<file path="config.mk">
export PLATFORM = sky130hd
export DESIGN_NAME = layer_sequencer
export DESIGN_NICKNAME = d
export VERILOG_FILES = /design/src/rtl/layer_sequencer.sv
export SDC_FILE = /design/constraint.sdc
export NUM_CORES = 1
export LEC_CHECK = 0
export CAP_MARGIN = 20
export CORE_ASPECT_RATIO = 0.75
export CORE_UTILIZATION = 30
export DETAILED_ROUTE_END_ITERATION = 10
export HOLD_SLACK_MARGIN = 0.02
export RECOVER_POWER = 100
export SETUP_SLACK_MARGIN = 0.15
export SLEW_MARGIN = 20
export SYNTH_ARGS = -nofsm -noshare
export SYNTH_HDL_FRONTEND = slang
export SYNTH_SLANG_ARGS = --single-unit
export TNS_END_PERCENT = 10
</file>
<file path="constraint.sdc">
create_clock -name clk -period 3.6 [get_ports clk]
set_clock_uncertainty 0.15 [all_clocks]
set_input_delay 0.9 -clock clk [delete_from_list [all_inputs] [get_ports clk]]
set_output_delay 0.9 -clock clk [all_outputs]
set_load 0.01 [all_outputs]
</file>
<file path="src/rtl/layer_sequencer.sv">
// layer_sequencer: steps the shared fully-connected neuron datapath through every
// layer of one inference (clear, operand stream, drain, capture), start/done handshake.
// Optional argmax stage over the final neuron scores: define LAYER_SEQ_ARGMAX_EN.
//
// state  | meaning
// IDLE   | waiting for start
// CLR    | clear neuron accumulators, rd_addr = 0
// ACCUM  | rd_en high, rd_addr walks 0..len-1
// DRAIN  | wait RD_LAT cycles for the trailing read data to be accumulated
// CAPT   | latch neuron outputs, advance layer or finish
// ARGMAX | scan final scores one per cycle (LAYER_SEQ_ARGMAX_EN only)
// DONE   | one-cycle completion pulse
module layer_sequencer #(
  parameter int NUM_LAYERS = 2,
  parameter int IN_LEN     = 784,
  parameter int HID_LEN    = 10,
  parameter int ADDR_BITS  = 10,
  parameter int RD_LAT     = 1
`ifdef LAYER_SEQ_ARGMAX_EN
  , parameter int NUM_NEURONS = 10,
  parameter int ACC_BITS    = 24
`endif
) (
  input  logic                          clk,
  input  logic                          rstn,
  input  logic                          start,
  input  logic                          abort,
  output logic                          busy,
  output logic                          done,
  output logic [$clog2(NUM_LAYERS)-1:0] layer_sel,
  output logic                          rd_en,
  output logic [ADDR_BITS-1:0]          rd_addr,
  output logic                          acc_clr,
  output logic                          acc_en,
  output logic                          activation_function,
  output logic                          capture
`ifdef LAYER_SEQ_ARGMAX_EN
  , input  logic [NUM_NEURONS*ACC_BITS-1:0] scores,
  output logic [$clog2(NUM_NEURONS)-1:0]  pred,
  output logic                            pred_valid
`endif
);

  localparam int LS_BITS = $clog2(NUM_LAYERS);
`ifdef LAYER_SEQ_ARGMAX_EN
  localparam int PRED_BITS = $clog2(NUM_NEURONS);
  localparam int CNT_REQ   = (PRED_BITS > 2) ? PRED_BITS : 2;
`else
  localparam int CNT_REQ   = 2;
`endif
  localparam int CNT_BITS = (ADDR_BITS > CNT_REQ) ? ADDR_BITS : CNT_REQ;

  localparam logic [2:0] S_IDLE   = 3'd0;
  localparam logic [2:0] S_CLR    = 3'd1;
  localparam logic [2:0] S_ACCUM  = 3'd2;
  localparam logic [2:0] S_DRAIN  = 3'd3;
  localparam logic [2:0] S_CAPT   = 3'd4;
  localparam logic [2:0] S_DONE   = 3'd5;
`ifdef LAYER_SEQ_ARGMAX_EN
  localparam logic [2:0] S_ARGMAX = 3'd6;
  localparam logic [CNT_BITS-1:0] NN_LAST = CNT_BITS'(NUM_NEURONS - 1);
`endif

  localparam logic [CNT_BITS-1:0] IN_LAST    = CNT_BITS'(IN_LEN - 1);
  localparam logic [CNT_BITS-1:0] HID_LAST   = CNT_BITS'(HID_LEN - 1);
  localparam logic [CNT_BITS-1:0] DRAIN_LAST = CNT_BITS'(RD_LAT - 1);
  localparam logic [LS_BITS-1:0]  LAST_LAYER = LS_BITS'(NUM_LAYERS - 1);

  logic [2:0]          state;
  logic [CNT_BITS-1:0] cnt;
  logic [CNT_BITS-1:0] len_last;
  logic [RD_LAT-1:0]   rd_dly;
  logic                last_layer;
  logic                in_layer;
  logic                clear;

  // Abort outside IDLE behaves exactly like reset; in IDLE it is ignored so start wins.
  assign clear      = !rstn || (abort && (state != S_IDLE));
  assign last_layer = (layer_sel == LAST_LAYER);
  assign len_last   = (layer_sel == '0) ? IN_LAST : HID_LAST;
  assign in_layer   = (state == S_CLR) || (state == S_ACCUM) ||
                      (state == S_DRAIN) || (state == S_CAPT);

  assign busy                = (state != S_IDLE);
  assign done                = (state == S_DONE);
  assign acc_clr             = (state == S_CLR);
  assign rd_en               = (state == S_ACCUM);
  assign capture             = (state == S_CAPT);
  assign activation_function = in_layer && !last_layer;
  assign acc_en              = rd_dly[RD_LAT-1];

  // Sequencer state, layer index, operand address and the shared down-counter.
  always_ff @(posedge clk) begin
    if (clear) begin
      state     <= S_IDLE;
      layer_sel <= '0;
      rd_addr   <= '0;
      cnt       <= '0;
    end else begin
      case (state)
        S_IDLE: begin
          if (start) begin
            state     <= S_CLR;
            layer_sel <= '0;
          end
        end
        S_CLR: begin
          cnt   <= len_last;
          state <= S_ACCUM;
        end
        S_ACCUM: begin
          if (cnt == '0) begin
            cnt   <= DRAIN_LAST;
            state <= S_DRAIN;
          end else begin
            cnt     <= cnt - CNT_BITS'(1);
            rd_addr <= rd_addr + ADDR_BITS'(1);
          end
        end
        S_DRAIN: begin
          if (cnt == '0) state <= S_CAPT;
          else           cnt   <= cnt - CNT_BITS'(1);
        end
        S_CAPT: begin
          rd_addr <= '0;
          if (!last_layer) begin
            layer_sel <= layer_sel + LS_BITS'(1);
            state     <= S_CLR;
          end else begin
`ifdef LAYER_SEQ_ARGMAX_EN
            cnt   <= NN_LAST;
            state <= S_ARGMAX;
`else
            state <= S_DONE;
`endif
          end
        end
`ifdef LAYER_SEQ_ARGMAX_EN
        S_ARGMAX: begin
          if (cnt == '0) state <= S_DONE;
          else           cnt   <= cnt - CNT_BITS'(1);
        end
`endif
        S_DONE: begin
          layer_sel <= '0;
          state     <= S_IDLE;
        end
        default: state <= S_IDLE;
      endcase
    end
  end

  // rd_en delayed by the memory latency gives acc_en; flushed so nothing stale survives.
  always_ff @(posedge clk) begin
    if (clear) rd_dly <= '0;
    else       rd_dly <= (rd_dly << 1) | RD_LAT'(rd_en);
  end

`ifdef LAYER_SEQ_ARGMAX_EN
  logic [PRED_BITS-1:0]       scan_idx;
  logic [PRED_BITS-1:0]       best_idx;
  logic signed [ACC_BITS-1:0] best_val;
  logic signed [ACC_BITS-1:0] cur_val;
  logic                       take;

  assign cur_val    = scores[int'(scan_idx)*ACC_BITS +: ACC_BITS];
  // Strictly greater keeps the lowest index on ties; first score always seeds the max.
  assign take       = (scan_idx == '0) || (cur_val > best_val);
  assign pred_valid = (state == S_DONE);

  // Running signed maximum; pred only updates at the end of the scan.
  always_ff @(posedge clk) begin
    if (clear) begin
      scan_idx <= '0;
      best_idx <= '0;
      best_val <= '0;
      pred     <= '0;
    end else begin
      if ((state == S_IDLE) && start) pred <= '0;
      if (state == S_CAPT) scan_idx <= '0;
      if (state == S_ARGMAX) begin
        if (take) begin
          best_idx <= scan_idx;
          best_val <= cur_val;
        end
        scan_idx <= scan_idx + PRED_BITS'(1);
        if (cnt == '0) pred <= take ? scan_idx : best_idx;
      end
    end
  end
`endif

endmodule

</file>
==> results.txt, run 1 <==
----------------------------------------------------
[Outcome]
  Result of the run ... complete, no violations

[CTS]
  Reg clk slew, reported paths ... 80 ps
  Clock buffer count from CTS ... 3
  Worst-Skew Late Latency ... 260 ps
  Post-CTS Setup Inserts ... 0
  Count of instances resized after the clock tree is built ... 0
  CTS H-tree lvls ... 1
  Maximum root-to-sink buffer count ... 2
  Root cell of the clock tree ... sky130_fd_sc_hd__clkbuf_8
  Cts-stage hold buffer count ... 0
  Clock sink total ... 25
  TritonCTS clock tree ... yes

[Drt]
  DR pass1 iterations ... 4
  Total vias in the final route ... 1,229
  Number of DRC markers in iteration 0 ... 128
  Total detailed-routing wirelength ... 3.15 mm
  Vias per Instance ... 5.00
  Number of nets with antenna violations after routing ... 0
  Post-detailed-route DRC marker count ... 0
  Wirelength per Cell ... 12.8 um

[Placed design]
  Post-DP HPWL ... 2.32 mm
  Routability cong. ... 0.755
  Count of port buffers added during placement ... 21
  Placed cell count ... 242
  Placed cell areas ... 1640 um2

[Logic synthesis]
  Main area contributors after synthesis ... sky130_fd_sc_hd__dfxtp_1 35%, sky130_fd_sc_hd__nor2_1 7.7%, sky130_fd_sc_hd__xor2_1 4.3%
  Combinational family with the most area after synthesis ... simple AND/OR/NAND/NOR gates
  Register area share after synthesis ... 35.3%
  Post-synthesis area per instance ... 8.25 um2
  Cell area after synthesis ... 1420 um2
  Number of flops mapped to enable cells by yosys ... 0
  Total of flip-flops plus latches after synthesis ... 25
  Synth Area in Simple Gates ... 32.0%
  Most used flip-flop cell after synthesis ... sky130_fd_sc_hd__dfxtp_1
  Async set or reset register ratio after synthesis ... 0%
  Fraction of synthesized cell area taken by the top area cell type ... 35.3%
  Number of instances in the synthesized netlist ... 172
  Compound-gate portion of the synthesized area ... 16.6%
  Parity-gate share of the synthesized area counting xor and xnor cells ... 5.56%
  Post-synthesis adder-cell area fraction ... 2.65%
  Yosys warning total ... 0
  Largest area contributor in the synthesized netlist ... sky130_fd_sc_hd__dfxtp_1
  Count of cell types in the netlist ... 39
  Net count after synthesis ... 179
  Post-synthesis mux area share ... 2.12%

[Floorplan]
  Die ar. ... 5010 um2
  Cell Rows ... 21
  Starting density of the core ... 31.6%
  Core Footprint ... 4490 um2
  Die span in x ... 81.4 um
  Die Ht ... 61.6 um
  I/O pin count ... 22

[STA]
  Relative slew slack ... 17.5%
  Fmax ... 344 MHz
  Unrepaired setup endpoints after global routing ... false
  Post-route minimum period ... 2910 ps
  Total setup violations reported at the end of the flow ... 0
  Actual slew at the worst max-slew pin ... 1230 ps
  Final-layout setup total negative slack ... 0 ps
  Final period utilization ... 80.8%
  Number of hold-slack violations in the final timing report ... 0
  Final Slew Violations ... 0

[Pwr]
  Power per unit of standard cell area ... 731 nW/um2
  Pleak ... 0.000664 uW
  IR drop worst, VDD ... 266 uV
  Post-layout total power ... 1200 uW

[Setup path]
  RR Startpoint ... cnt[6]
  Register-to-register path setup slack ... 860 ps
  Kind of capture point of the worst setup path ... output pin
  Endpoint of the most critical register-to-register path ... cnt[5]
  Path depth of the worst reg2reg path ... 5
  Critical-path maximum fanout ... 11
  Crit path DAT ... 1860 ps
  Required time worst endpoint ... 2550 ps
  Category of the worst setup path launch point ... flop
  Worst setup path category ... flop to output pin

[Finish]
  Layout overhead on the synthesized area ... 15.3%
  Number of standard cells in the final layout excluding fillers ... 246
  Fraction of layout cells with a size suffix above 1 ... 4.76%
  Diodes inserted ... 0
  Layout net count ... 197
  Layout fillers ... 463
  Most common cell after layout, fill and taps aside ... sky130_fd_sc_hd__nor2_1
  Most used cells in the layout excluding fill and tap cells ... 29 x sky130_fd_sc_hd__nor2_1, 25 x sky130_fd_sc_hd__dfxtp_1, 18 x sky130_fd_sc_hd__dlygate4sd3_1, 16 x sky130_fd_sc_hd__nand2_1, 10 x sky130_fd_sc_hd__a21oi_1
  Final design instance area without fill ... 1640 um2

[Global route]
  Aggregate global routing overflow ... 0
  Number of global-route vias before repair ... 1,095
  Global-route wire length before repair ... 5.45 mm
  Number of antenna violations at the first check in global routing ... 0
  Total routing resource utilization after global routing ... 14.4%
  Largest net degree at the start of global routing ... 14

[Flow run]
  Max-capacitance violation count ... 0

[Worst hold path]
  Count of cells along the worst hold path ... 2
  Worst hold path startpoint ... cnt[7]
  Kind of path behind the tightest hold check ... flop to flop
  Hold-critical path endpoint ... cnt[7]

----------------------------------------------------
## per-stage QoR
step           hold slack [ps]  setup WS, ps  util [%]
2_1_floorplan              342          1550         -
3_3_place_gp               350           981      36.6
3_5_place_dp               356           965      36.6
4_1_cts                    375           667      37.6
5_1_grt                    371           510      36.4
6_report                   356           690      36.4
## critical path, stage by stage (launching register included)
cell                              delay (ps)
sky130_fd_sc_hd__dfxtp_1                 490
sky130_fd_sc_hd__or3b_1                  490
sky130_fd_sc_hd__inv_1                    80
sky130_fd_sc_hd__clkdlybuf4s50_1         530
## cell type report
cell class                      count  area [um2]  share of cell area (%)
Multi-Input combinational cell    132         783                    47.9
Sequential cell                    25         500                    30.6
Clock buffer                        4        45.0                    2.75
Tap cell                           57        71.3                    4.36
Inverter                            7        26.3                    1.61
Timing Repair Buffer               21         210                    12.8
## cell families after synthesis
logic type / after synthesis
adder cells (fa/ha/maj): 3
multiplexers: 3
XOR/XNOR: 9
AO/OA/AOI/OAI: 34
AND/OR/NAND/NOR: 83
buffers and inverters: 15
flip-flops: 25
## worst max path at each step
stage               startpoint  endpoint  slack (ps)  depth (start not counted)
global placement      state[1]     rd_en         980                          3
CTS                   state[1]     rd_en         670                          3
finish                state[1]     rd_en         690                          3
floorplan             state[2]     rd_en        1550                          4
detailed placement    state[1]     rd_en         960                          3
global route            cnt[4]    cnt[2]         510                          5
## cells in the mapped netlist, types with 3 or more instances
cell type                 instances
sky130_fd_sc_hd__nor2_1          29
sky130_fd_sc_hd__dfxtp_1         25
sky130_fd_sc_hd__nand2_1         16
sky130_fd_sc_hd__a21oi_1         10
sky130_fd_sc_hd__nand4_1          9
sky130_fd_sc_hd__o21ai_0          8
sky130_fd_sc_hd__inv_1            7
sky130_fd_sc_hd__nor3_1           7
sky130_fd_sc_hd__xor2_1           7
sky130_fd_sc_hd__nand3_1          6
sky130_fd_sc_hd__and2_1           3
sky130_fd_sc_hd__buf_2            3
sky130_fd_sc_hd__buf_6            3
sky130_fd_sc_hd__ha_1             3
sky130_fd_sc_hd__mux2i_1          3
## where the power goes
group / internal (uW) / total, uW / leakage (uW) / switching, uW
logic: 248 / 629 / 0.000438 / 381
registers: 325 / 406 / 0.000203 / 81.2
clock network: 79.0 / 161 / 0.0000228 / 82.3
total: 652 / 1200 / 0.000664 / 545
## per-layer routing
| layer | wire (um) | track usage (%) | vias up | share of wire (%) |
|---|---|---|---|---|
| li1 | - | - | 644 | - |
| met2 | 1150 | 18.7 | 37 | 37 |
| met4 | 27 | 3.83 | 0 | 0.86 |
| met3 | 221 | 3.70 | 2 | 7.0 |
| met1 | 1750 | 22.5 | 546 | 56 |
| met5 | 0 | 0 | - | 0 |
## registers in the layout (all words and copies together), names as in the netlist
name       cells
layer_sel      1
cnt           10
state          3
rd_addr       10
acc_en         1
(Power assumes the default switching activity.)
==> run 2, diff against run 1 <==
==> constraint.sdc (replaced) <==
create_clock -name clk -period 2.8 [get_ports clk]
set_clock_uncertainty 0.15 [all_clocks]
set_input_delay 0.7 -clock clk [delete_from_list [all_inputs] [get_ports clk]]
set_output_delay 0.7 -clock clk [all_outputs]
set_load 0.01 [all_outputs]
==> run 2 against run 1 <==
- final cell count is the same
- critical path depth is the same
- register-to-register slack lost 420 ps
- largest cell class unchanged
- flip-flop and latch count is the same
- routed wire length shrank 1.9%
- worst hold slack gained 7.0 ps
- setup slack lost 530 ps
- combinational power grew 30%
- sequential share of layout area is essentially flat
==> results.txt, run 2 (synthesis gave the netlist of run 1 again) <==
----------------------------------------------------
[Pwr]
  Power per unit of standard cell area ... 943 nW/um2 (was 731 nW/um2)
  Pleak ... 0.000660 uW (was 0.000664 uW)
  IR drop worst, VDD ... 321 uV (was 266 uV)

[Finish]
  Fraction of layout cells with a size suffix above 1 ... 6.35% (was 4.76%)
  Layout net count ... 197 (unchanged)
  Diodes inserted ... 0 (unchanged)
  Most common cell after layout, fill and taps aside ... sky130_fd_sc_hd__nor2_1 (unchanged)
  Finished Core Util ... 36.7% (was 36.4%)
  Final design instance area without fill ... 1650 um2 (was 1640 um2)
  Layout overhead on the synthesized area ... 16.2% (was 15.3%)
  Layout fillers ... 447 (was 463)
  Top Registers ... cnt (10), rd_addr (10), state (3) (unchanged)
  Most used cells in the layout excluding fill and tap cells ... 29 x sky130_fd_sc_hd__nor2_1, 24 x sky130_fd_sc_hd__dfxtp_1, 16 x sky130_fd_sc_hd__nand2_1, 15 x sky130_fd_sc_hd__dlygate4sd3_1, 10 x sky130_fd_sc_hd__a21oi_1 (was 29 x sky130_fd_sc_hd__nor2_1, 25 x sky130_fd_sc_hd__dfxtp_1, 18 x sky130_fd_sc_hd__dlygate4sd3_1, 16 x sky130_fd_sc_hd__nand2_1, 10 x sky130_fd_sc_hd__a21oi_1)

[Drt]
  Max layer used ... met3 (was met4)
  Number of DRC markers in iteration 0 ... 101 (was 128)
  Sum of routed wire segments on met1 ... 1.64 mm (was 1.75 mm)
  DR pass1 iterations ... 4 (unchanged)
  Met3 wire length ... 254 um (was 221 um)
  Vias per Instance ... 5.06 (was 5.00)
  Post-detailed-route DRC marker count ... 0 (unchanged)
  Wirelength per Cell ... 12.5 um (was 12.8 um)
  Total detailed-routing wirelength ... 3.09 mm (was 3.15 mm)
  Total vias in the final route ... 1,244 (was 1,229)
  Wire length on met2 ... 1.19 mm (was 1.15 mm)
  Number of nets with antenna violations after routing ... 0 (unchanged)

[Setup path]
  Crit path DAT ... 1790 ps (was 1860 ps)
  Critical-path maximum fanout ... 12 (was 11)
  Kind of capture point of the worst setup path ... output pin (unchanged)
  Category of the worst setup path launch point ... flop (unchanged)
  Required time worst endpoint ... 1950 ps (was 2550 ps)
  Worst setup path category ... flop to output pin (unchanged)
  Register-to-register path setup slack ... 440 ps (was 860 ps)

[STA]
  Fmax ... 378 MHz
  Final Slew Violations ... 0 (unchanged)
  Worst setup margin ... 157 ps (was 690 ps)
  Number of hold-slack violations in the final timing report ... 0 (unchanged)
  Unrepaired setup endpoints after global routing ... true (was false)
  Actual slew at the worst max-slew pin ... 918 ps (was 1230 ps)
  Relative slew slack ... 38.5% (was 17.5%)
  Final-layout setup total negative slack ... 0 ps (unchanged)
  Final period utilization ... 94.4%
  Total setup violations reported at the end of the flow ... 0 (unchanged)
  Post-route minimum period ... 2640 ps

[Placed design]
  Worst Setup Slack post-DPL ... 367 ps (was 965 ps)
  Placed cell areas ... 1640 um2 (unchanged)
  Post-DP HPWL ... 2.32 mm (about the same)
  Count of port buffers added during placement ... 21 (unchanged)
  Routability cong. ... 0.755 (unchanged)

[CTS]
  Reg clk slew, reported paths ... 80 ps (about the same)
  Maximum root-to-sink buffer count ... 2 (unchanged)
  TritonCTS clock tree ... yes (unchanged)
  Post-CTS Setup Inserts ... 0 (unchanged)
  Worst-Skew Late Latency ... 260 ps (about the same)
  CTS H-tree lvls ... 1 (unchanged)
  Clock sink total ... 25 (unchanged)
  Root cell of the clock tree ... sky130_fd_sc_hd__clkbuf_8 (unchanged)
  Clock buffer count from CTS ... 3 (unchanged)

[Global route]
  Number of antenna violations at the first check in global routing ... 0 (unchanged)
  Largest net degree at the start of global routing ... 14 (unchanged)
  Aggregate global routing overflow ... 0 (unchanged)
  Global-route wire length before repair ... 5.24 mm (was 5.45 mm)
  Number of global-route vias before repair ... 1,052 (was 1,095)
  Total routing resource utilization after global routing ... 13.9% (was 14.4%)

[Worst hold path]
  Kind of path behind the tightest hold check ... flop to flop (unchanged)

[Floorplan]
  Starting density of the core ... 31.6% (unchanged)
  Die span in x ... 81.4 um (unchanged)
  Die Ht ... 61.6 um (unchanged)
  Cell Rows ... 21 (unchanged)
  I/O pin count ... 22 (unchanged)
  Die ar. ... 5010 um2 (unchanged)
  Core Footprint ... 4490 um2 (unchanged)

[Outcome]
  Result of the run ... complete, no violations (unchanged)

[Flow run]
  Max-capacitance violation count ... 0 (unchanged)

----------------------------------------------------
-- run 2: changes by cell type in the layout (fill, tap and decap cells not counted), sizes merged --
| cell | before | now |
|---|---|---|
| dlygate4sd3 | 18 | 15 |
| clkdlybuf4s50 | 3 | 6 |
-- run 2: where the power goes --
part | total (uW) | leakage (uW) | internal (uW) | switching (uW)
clock | 208 | 0.0000228 | 102 | 106
sequential | 528 | 0.000204 | 421 | 106
combinational | 820 | 0.000434 | 333 | 487
-- run 2: layout make-up --
class                   count  area, um2  share of cell area [%]
multi-input cells         132        792                    48.0
clock buffers               4       45.0                    2.73
repair buffers             21        210                    12.7
flip-flops and latches     25        504                    30.6
inverters                   7       26.3                    1.59
well taps                  57       71.3                    4.32
-- run 2: timing repair --
item,CTS,global route
hold buffers,0,0
gates cloned,0,0
resized for setup,1,3
endpoints found under the setup margin,3,3
-- run 2: metal layers --
layer	global-route usage, %	vias up
met3	3.11	0
li1	-	643
met4	3.06	0
met2	17.9	47
met5	0	-
met1	22.3	554
-- run 2: metrics by stage --
| step | total power, uW | hold WS, ps | cells |
|---|---|---|---|
| 5_1_grt | 1700 | 402 | 246 |
| 6_report | 1560 | 363 | 246 |
| 2_1_floorplan | 1250 | 342 | 172 |
| 3_5_place_dp | 1430 | 356 | 242 |
| 4_1_cts | 1650 | 375 | 246 |
| 3_3_place_gp | 1440 | 350 | 242 |
-- run 2: critical path: stages, from the launching register on --
cell and delay, ps:
sky130_fd_sc_hd__dfxtp_1 560, sky130_fd_sc_hd__nand2b_1 140, sky130_fd_sc_hd__nor2_1 240, sky130_fd_sc_hd__clkdlybuf4s50_1 590
-- run 2: final timing paths --
path,startpoint,endpoint,cells past startpoint
max,state[0],acc_clr,3
min,rd_addr[9],rd_addr[9],2
max reg2reg,cnt[6],cnt[4],5
min reg2reg,rd_addr[9],rd_addr[9],2
